[src/rtl/state_decoder_if.sv]
// state_decoder_if -- bundle between an FSM state observer and its consumer.
//
// Signals:
//   s          [2:0] observed state code of the 5-state sequence FSM
//   a_out            recovered FSM input bit (holds its value between pulses)
//   a_valid          one-cycle pulse qualifying a_out
//   err              one-cycle pulse on an illegal code or illegal transition
//   locked           high while the decoder is tracking the sequence
//   data       [7:0] last assembled byte of recovered bits (LSB first)
//   data_valid       one-cycle pulse when data is updated
//   err_cnt    [3:0] saturating error count (0 when the counter is not built)
//
// Handshake: there is no back-pressure. Every *_valid / err output is a
// single-cycle pulse that qualifies its payload in the cycle it is high; the
// consumer must sample on that cycle, and the payload holds its last value
// afterwards.
//
// Modports: master drives s and observes the results; slave is the decoder.
interface state_decoder_if;
    logic [2:0] s;
    logic       a_out;
    logic       a_valid;
    logic       err;
    logic       locked;
    logic [7:0] data;
    logic       data_valid;
    logic [3:0] err_cnt;

    modport master (
        output s,
        input  a_out, a_valid, err, locked, data, data_valid, err_cnt
    );

    modport slave (
        input  s,
        output a_out, a_valid, err, locked, data, data_valid, err_cnt
    );
endinterface

[src/rtl/state_decoder.sv]
// state_decoder -- recovers the input bit stream of a 5-state sequence FSM
// from its observed state codes, and packs the bits into bytes.
//
// The observed FSM walks codes 2,4,1,6,7. Only transitions leaving 4 or 7
// depend on the FSM input, so those are the only ones that yield a bit:
//   2->4, 1->6, 6->7 : no bit      4->1 : 1    4->6 : 0
//   7->4 : 1         7->2 : 0      anything else (incl. repeats) : illegal
//
// The decoder HUNTs for any legal code to lock on, then TRACKs pairs of
// consecutive codes. An illegal pair drops back to HUNT, pulses err and
// discards the partially assembled byte.
//
// Ports:
//   clk   clock, rising edge
//   res   asynchronous active-low reset
//   bus   state_decoder_if.slave (s in; a_out, a_valid, err, locked, data,
//         data_valid, err_cnt out). All outputs are registered.
//
// Build option: define STATE_DECODER_ERRCNT_EN to build the 4-bit
// saturating error counter; otherwise err_cnt is tied to 0.
module state_decoder (
    input  logic                  clk,
    input  logic                  res,
    state_decoder_if.slave        bus
);

    typedef enum logic {
        HUNT  = 1'b0,
        TRACK = 1'b1
    } state_t;

    state_t     state;
    logic [2:0] prev;
    logic [2:0] cnt;
    logic [6:0] partial;     // bits 0..6 of the byte being assembled
    logic       a_out_q;
    logic       a_valid_q;
    logic       err_q;
    logic [7:0] data_q;
    logic       data_valid_q;

    // Pair decode
    logic code_legal;
    logic pair_ok;
    logic bit_en;
    logic bit_val;
    logic pair_err;

    always_comb begin
        code_legal = 1'b0;
        pair_ok    = 1'b0;
        bit_en     = 1'b0;
        bit_val    = 1'b0;
        case (bus.s)
            3'd1, 3'd2, 3'd4, 3'd6, 3'd7: code_legal = 1'b1;
            default:                      code_legal = 1'b0;
        endcase
        // Octal literal: first digit is prev, second is the new code.
        case ({prev, bus.s})
            6'o24, 6'o16, 6'o67: pair_ok = 1'b1;
            6'o41: begin pair_ok = 1'b1; bit_en = 1'b1; bit_val = 1'b1; end
            6'o46: begin pair_ok = 1'b1; bit_en = 1'b1; bit_val = 1'b0; end
            6'o74: begin pair_ok = 1'b1; bit_en = 1'b1; bit_val = 1'b1; end
            6'o72: begin pair_ok = 1'b1; bit_en = 1'b1; bit_val = 1'b0; end
            default: begin
                pair_ok = 1'b0;
                bit_en  = 1'b0;
                bit_val = 1'b0;
            end
        endcase
        pair_err = (state == TRACK) && !pair_ok;
    end

    always_ff @(posedge clk or negedge res) begin
        if (!res) begin
            state        <= HUNT;
            prev         <= 3'd0;
            cnt          <= 3'd0;
            partial      <= 7'd0;
            a_out_q      <= 1'b0;
            a_valid_q    <= 1'b0;
            err_q        <= 1'b0;
            data_q       <= 8'h00;
            data_valid_q <= 1'b0;
        end else begin
            // Pulses default low every cycle.
            a_valid_q    <= 1'b0;
            err_q        <= 1'b0;
            data_valid_q <= 1'b0;
            case (state)
                HUNT: begin
                    // Illegal codes are simply ignored while hunting.
                    if (code_legal) begin
                        prev  <= bus.s;
                        state <= TRACK;
                    end
                end
                TRACK: begin
                    if (pair_ok) begin
                        prev <= bus.s;
                        if (bit_en) begin
                            a_valid_q <= 1'b1;
                            a_out_q   <= bit_val;
                            if (cnt == 3'd7) begin
                                // 8th bit completes the byte; it goes straight
                                // into the MSB without passing through partial.
                                data_q       <= {bit_val, partial};
                                data_valid_q <= 1'b1;
                                cnt          <= 3'd0;
                            end else begin
                                partial[cnt] <= bit_val;
                                cnt          <= cnt + 3'd1;
                            end
                        end
                    end else begin
                        // Clearing cnt is enough to discard the partial byte:
                        // every position is rewritten before it is used again.
                        err_q <= 1'b1;
                        state <= HUNT;
                        cnt   <= 3'd0;
                    end
                end
                default: state <= HUNT;
            endcase
        end
    end

`ifdef STATE_DECODER_ERRCNT_EN
    logic [3:0] err_cnt_q;

    // Counts on the same edge that raises err, so both appear together.
    always_ff @(posedge clk or negedge res) begin
        if (!res) begin
            err_cnt_q <= 4'd0;
        end else if (pair_err && (err_cnt_q != 4'd15)) begin
            err_cnt_q <= err_cnt_q + 4'd1;
        end
    end

    assign bus.err_cnt = err_cnt_q;
`else
    assign bus.err_cnt = 4'd0;
`endif

    assign bus.a_out      = a_out_q;
    assign bus.a_valid    = a_valid_q;
    assign bus.err        = err_q;
    assign bus.locked     = (state == TRACK);
    assign bus.data       = data_q;
    assign bus.data_valid = data_valid_q;

endmodule

[src/flat_wrapper.sv]
// flat-port wrapper written by rule: the top's interface ports become plain ports
module state_decoder_flat 
  (clk, res, bus_s, bus_a_out, bus_a_valid, bus_err, bus_locked, bus_data, bus_data_valid, bus_err_cnt);
  state_decoder_if bus_i ();
  input  logic clk;
  input  logic res;
  input wire logic [$bits(bus_i.s)-1:0] bus_s;
  output wire logic [$bits(bus_i.a_out)-1:0] bus_a_out;
  output wire logic [$bits(bus_i.a_valid)-1:0] bus_a_valid;
  output wire logic [$bits(bus_i.err)-1:0] bus_err;
  output wire logic [$bits(bus_i.locked)-1:0] bus_locked;
  output wire logic [$bits(bus_i.data)-1:0] bus_data;
  output wire logic [$bits(bus_i.data_valid)-1:0] bus_data_valid;
  output wire logic [$bits(bus_i.err_cnt)-1:0] bus_err_cnt;
  assign bus_i.s = bus_s;
  assign bus_a_out = bus_i.a_out;
  assign bus_a_valid = bus_i.a_valid;
  assign bus_err = bus_i.err;
  assign bus_locked = bus_i.locked;
  assign bus_data = bus_i.data;
  assign bus_data_valid = bus_i.data_valid;
  assign bus_err_cnt = bus_i.err_cnt;
  state_decoder u_core (.clk(clk), .res(res), .bus(bus_i));
endmodule
[config.mk]
export PLATFORM = sky130hd
export DESIGN_NAME = state_decoder_flat
export DESIGN_NICKNAME = d
export VERILOG_FILES = /design/src/rtl/state_decoder_if.sv /design/src/rtl/state_decoder.sv /design/src/flat_wrapper.sv
export SDC_FILE = /design/constraint.sdc
export NUM_CORES = 1
export LEC_CHECK = 0
export BUFFER_PORTS_ARGS = -buffer_cell sky130_fd_sc_hd__buf_2
export CAP_MARGIN = 20
export CELL_PAD_IN_SITES_DETAIL_PLACEMENT = 0
export CELL_PAD_IN_SITES_GLOBAL_PLACEMENT = 1
export CORE_MARGIN = 2
export CORE_UTILIZATION = 45
export DETAILED_ROUTE_END_ITERATION = 16
export GPL_ROUTABILITY_DRIVEN = 0
export PLACE_DENSITY = 0.8
export SYNTH_ARGS = -nofsm -noshare
export SYNTH_HDL_FRONTEND = slang
export SYNTH_SLANG_ARGS = --single-unit
[constraint.sdc]
create_clock -name clk -period 3 [get_ports clk]
set_input_delay 0.3 -clock clk [delete_from_list [all_inputs] [get_ports clk]]
set_output_delay 0.3 -clock clk [all_outputs]
set_load 0.01 [all_outputs]
==> summary.md <==
| Metric | Value |
|---|---|
| CP endpoint kind | `flip-flop` |
| Drt pass-1 iters | `4` |
| Top_reg_cell synth | `dfrtp_1` |
| Number of flops mapped to enable cells by yosys | `0` |
| Final Hold Viols | `0` |
| Final instance area | `~1700 um^2` |
| Post-CTS setup buffer count | `0` |
| # hold bufs at CTS | `1` |
| Crit-path slowest cell | `or4b_4` |
| Dpl cells | `200` |
| Syn avg cell area | `10.7 um^2` |
| Die Wd | `63.8 um` |
| R2R setup slack | `610 ps` |
| Vias in the first global route | `1,100` |
| Pleak | `0.777 nW` |
| Final ANT Viol Nets | `0` |
| Post-DP Area | `around 1700 um^2` |
| Core Rows | `21` |
| Mapped Cells | `150` |
| CP peak stage delay | `about 640 ps` |
| Slew @ Worst Pin | `692 ps` |
| HPWL after DPL | `2130 um` |
| First-pass GRT wire length | `5310 um` |
| Io pins | `22` |
| Pins Over Slew Limit | `0` |
| CP startpoint kind | `flip-flop` |
| Vias/cell | `roughly 5.6` |
| Ys async rst share | `100%` |
| CTS Root Cell | `clkbuf_4` |
| First DRT Iteration DRCs | `60` |
| Pre-CTS setup slack | `roughly 640 ps` |
| RSZ-0062 raised after global routing | `no` |
| Crit-path cells | `or4b_4 -> o32a_4 -> a2111oi_4 -> mux2_1` |
| Final worst slack | `605 ps` |
| CTS HTree Levels | `1` |
| Final Cycle Share | `79.8%` |
| Setup violators final | `0` |
| Nets | `167` |
| Post-synthesis register bit count | `26` |
| Worst path top cell family by delay | `compound AO/OA/AOI/OAI gates` |
| Cell taking the most area after synthesis | `dfrtp_1` |
| Worst slew margin | `53.9%` |
| Die area | `4080 um^2` |
| Pwr/cell area | `617 nW/um^2` |
| Clk sink count | `26` |
| DR WL/cell | `15.2 um` |
| Final non-filler cell total | `205` |
| Drc violations | `0` |
| Initial antenna violation count | `0` |
| Ant. Diodes | `0` |
| Pin count of the biggest net entering global routing | `27` |
| Fmax | `around 420 MHz` |
| Core ar. | `~3400 um^2` |
| CTS tree | `built` |
| Clk_skew | `9.16 ps` |
| Sequential area share after synthesis | `40.4%` |
| Worst hold path class | `primary input to asynchronous set/reset pin` |
| Crit path arrival time | `2620 ps` |
| WP buf/inv | `0` |
| VDD IR max | `0.411 mV` |
| Layout cell share with drive strength beyond 1 | `around a quarter` |
| Yosys top cell area share | `40.4%` |
| GRT Total Usage | `roughly 16%` |
| Utilization after layout | `50.8%` |
| CP max FO | `17` |
| CTS Buf Count | `3` |
| Vias | `1,155` |
| Area growth syn-to-layout | `6.91%` |
| Synth cell types | `47` |
| Final setup TNS | `0 ps` |
| Outcome | `finished, final reports clean` |
| Cts repair resizes | `0` |
| Worst Path Required | `~3200 ps` |
| Max-cap violation count | `0` |
| Total routed wirelength | `3120 um` |
| Largest cells by area after synthesis | `dfrtp_1 (40%), mux2_2 (9.1%), a2111oi_4 (5.1%)` |
| Grt ovf | `0` |
| Ys Warns | `0` |
| Clk_lat worst skew | `320 ps` |
| Max Root-Sink Buffers | `2` |
| Mapped Area | `1610 um^2` |
| Initial core utilization | `around 48%` |
| Reg clk slew, reported paths | `150 ps` |
| Post-route minimum period | `2390 ps` |
| Die H | `63.8 um` |
| Crit path kind | `flip-flop to flip-flop` |
| Most frequent cells after synthesis | `dfrtp_1 (26), mux2_2 (13), a21oi_1 (7), nand2_1 (7), nand2b_1 (7)` |
| Hold slack | `between 400 and 500 ps` |
| PortBufs | `17` |
| Total power | `1.06 mW` |
| Most frequent cell after synthesis | `dfrtp_1` |
==> state kept, by name, summed over array words and instances, names as in the netlist <==
signal                 flops
u_core.bus.err             1
u_core.bus.locked          1
u_core.partial             7
u_core.bus.a_out           1
u_core.prev                3
u_core.bus.data            8
u_core.cnt                 3
u_core.bus.data_valid      1
u_core.bus.a_valid         1
==> cell type report <==
| cell class | instances | area (um^2) |
|---|---|---|
| Clock buffer | 4 | 36.3 |
| Inverter | 3 | 11.3 |
| Timing Repair Buffer | 18 | 95.1 |
| Multi-Input combinational cell | 108 | 872 |
| Tap cell | 46 | 57.6 |
| Fill cell | 305 | 1670 |
| Sequential cell | 26 | 651 |
==> worst register-to-register path, cell delays in order, from the launching register on <==
cell	delay, ps
dfrtp_1	570
or4b_4	640
o32a_4	390
a2111oi_4	350
mux2_1	360
==> path summary, 6_finish.rpt <==
check | start | end | depth (start not counted)
setup / recovery | u_core.prev[1] | u_core.partial[2] | 4
hold / removal | res | u_core.cnt[1] | 2
setup reg to reg | u_core.prev[1] | u_core.partial[2] | 4
hold reg to reg | u_core.partial[1] | u_core.partial[1] | 1
max in group asynchronous | res | u_core.prev[1] | 2
min in group clk | bus_s[2] | u_core.prev[2] | 3
==> kinds of logic after synthesis <==
kind of cell               share of synthesized area, %
buffers and inverters                              6.21
other                                             0.233
muxes                                              11.1
DFF                                                40.4
AOI/OAI and AO/OA                                  21.8
xor gates and xnor gates                           2.17
and+or+nand+nor                                    16.5
adders and majority gates                          1.55
==> placed cells by master, fill, tap and decap left out, types with 2 or more instances in the layout <==
cell type	instances
a2111oi_4	3
nand2b_1	7
ha_1	2
and3_1	2
nor3b_1	3
clkbuf_4	3
mux2_2	13
nor4bb_1	3
a32o_1	2
xor2_1	2
o22ai_1	2
nand2_1	7
nand3_1	3
mux2_1	2
nor2b_1	3
o21ai_0	5
a211oi_1	2
nor3_1	5
conb_1	4
nor2_1	5
inv_1	3
buf_2	17
nand3b_1	3
a21oi_1	7
o221ai_1	2
dfrtp_1	26
a22o_1	3
xnor2_1	2
==> per-layer routing <==
layer / track usage [%] / up-vias / wire length (um)
met5: 0 / - / 0
met4: 2.99 / 0 / 18
met3: 3.87 / 2 / 80
met2: 24.3 / 12 / 1400
met1: 24.4 / 566 / 1620
li1: - / 575 / -
==> power by group <==
part	switching [mW]	internal, mW
Combinational	0.194	0.164
Clock	0.105	0.0742
Sequential	0.125	0.401
Total	0.424	0.639
Note: power is estimated with default switching activity, not from simulation.
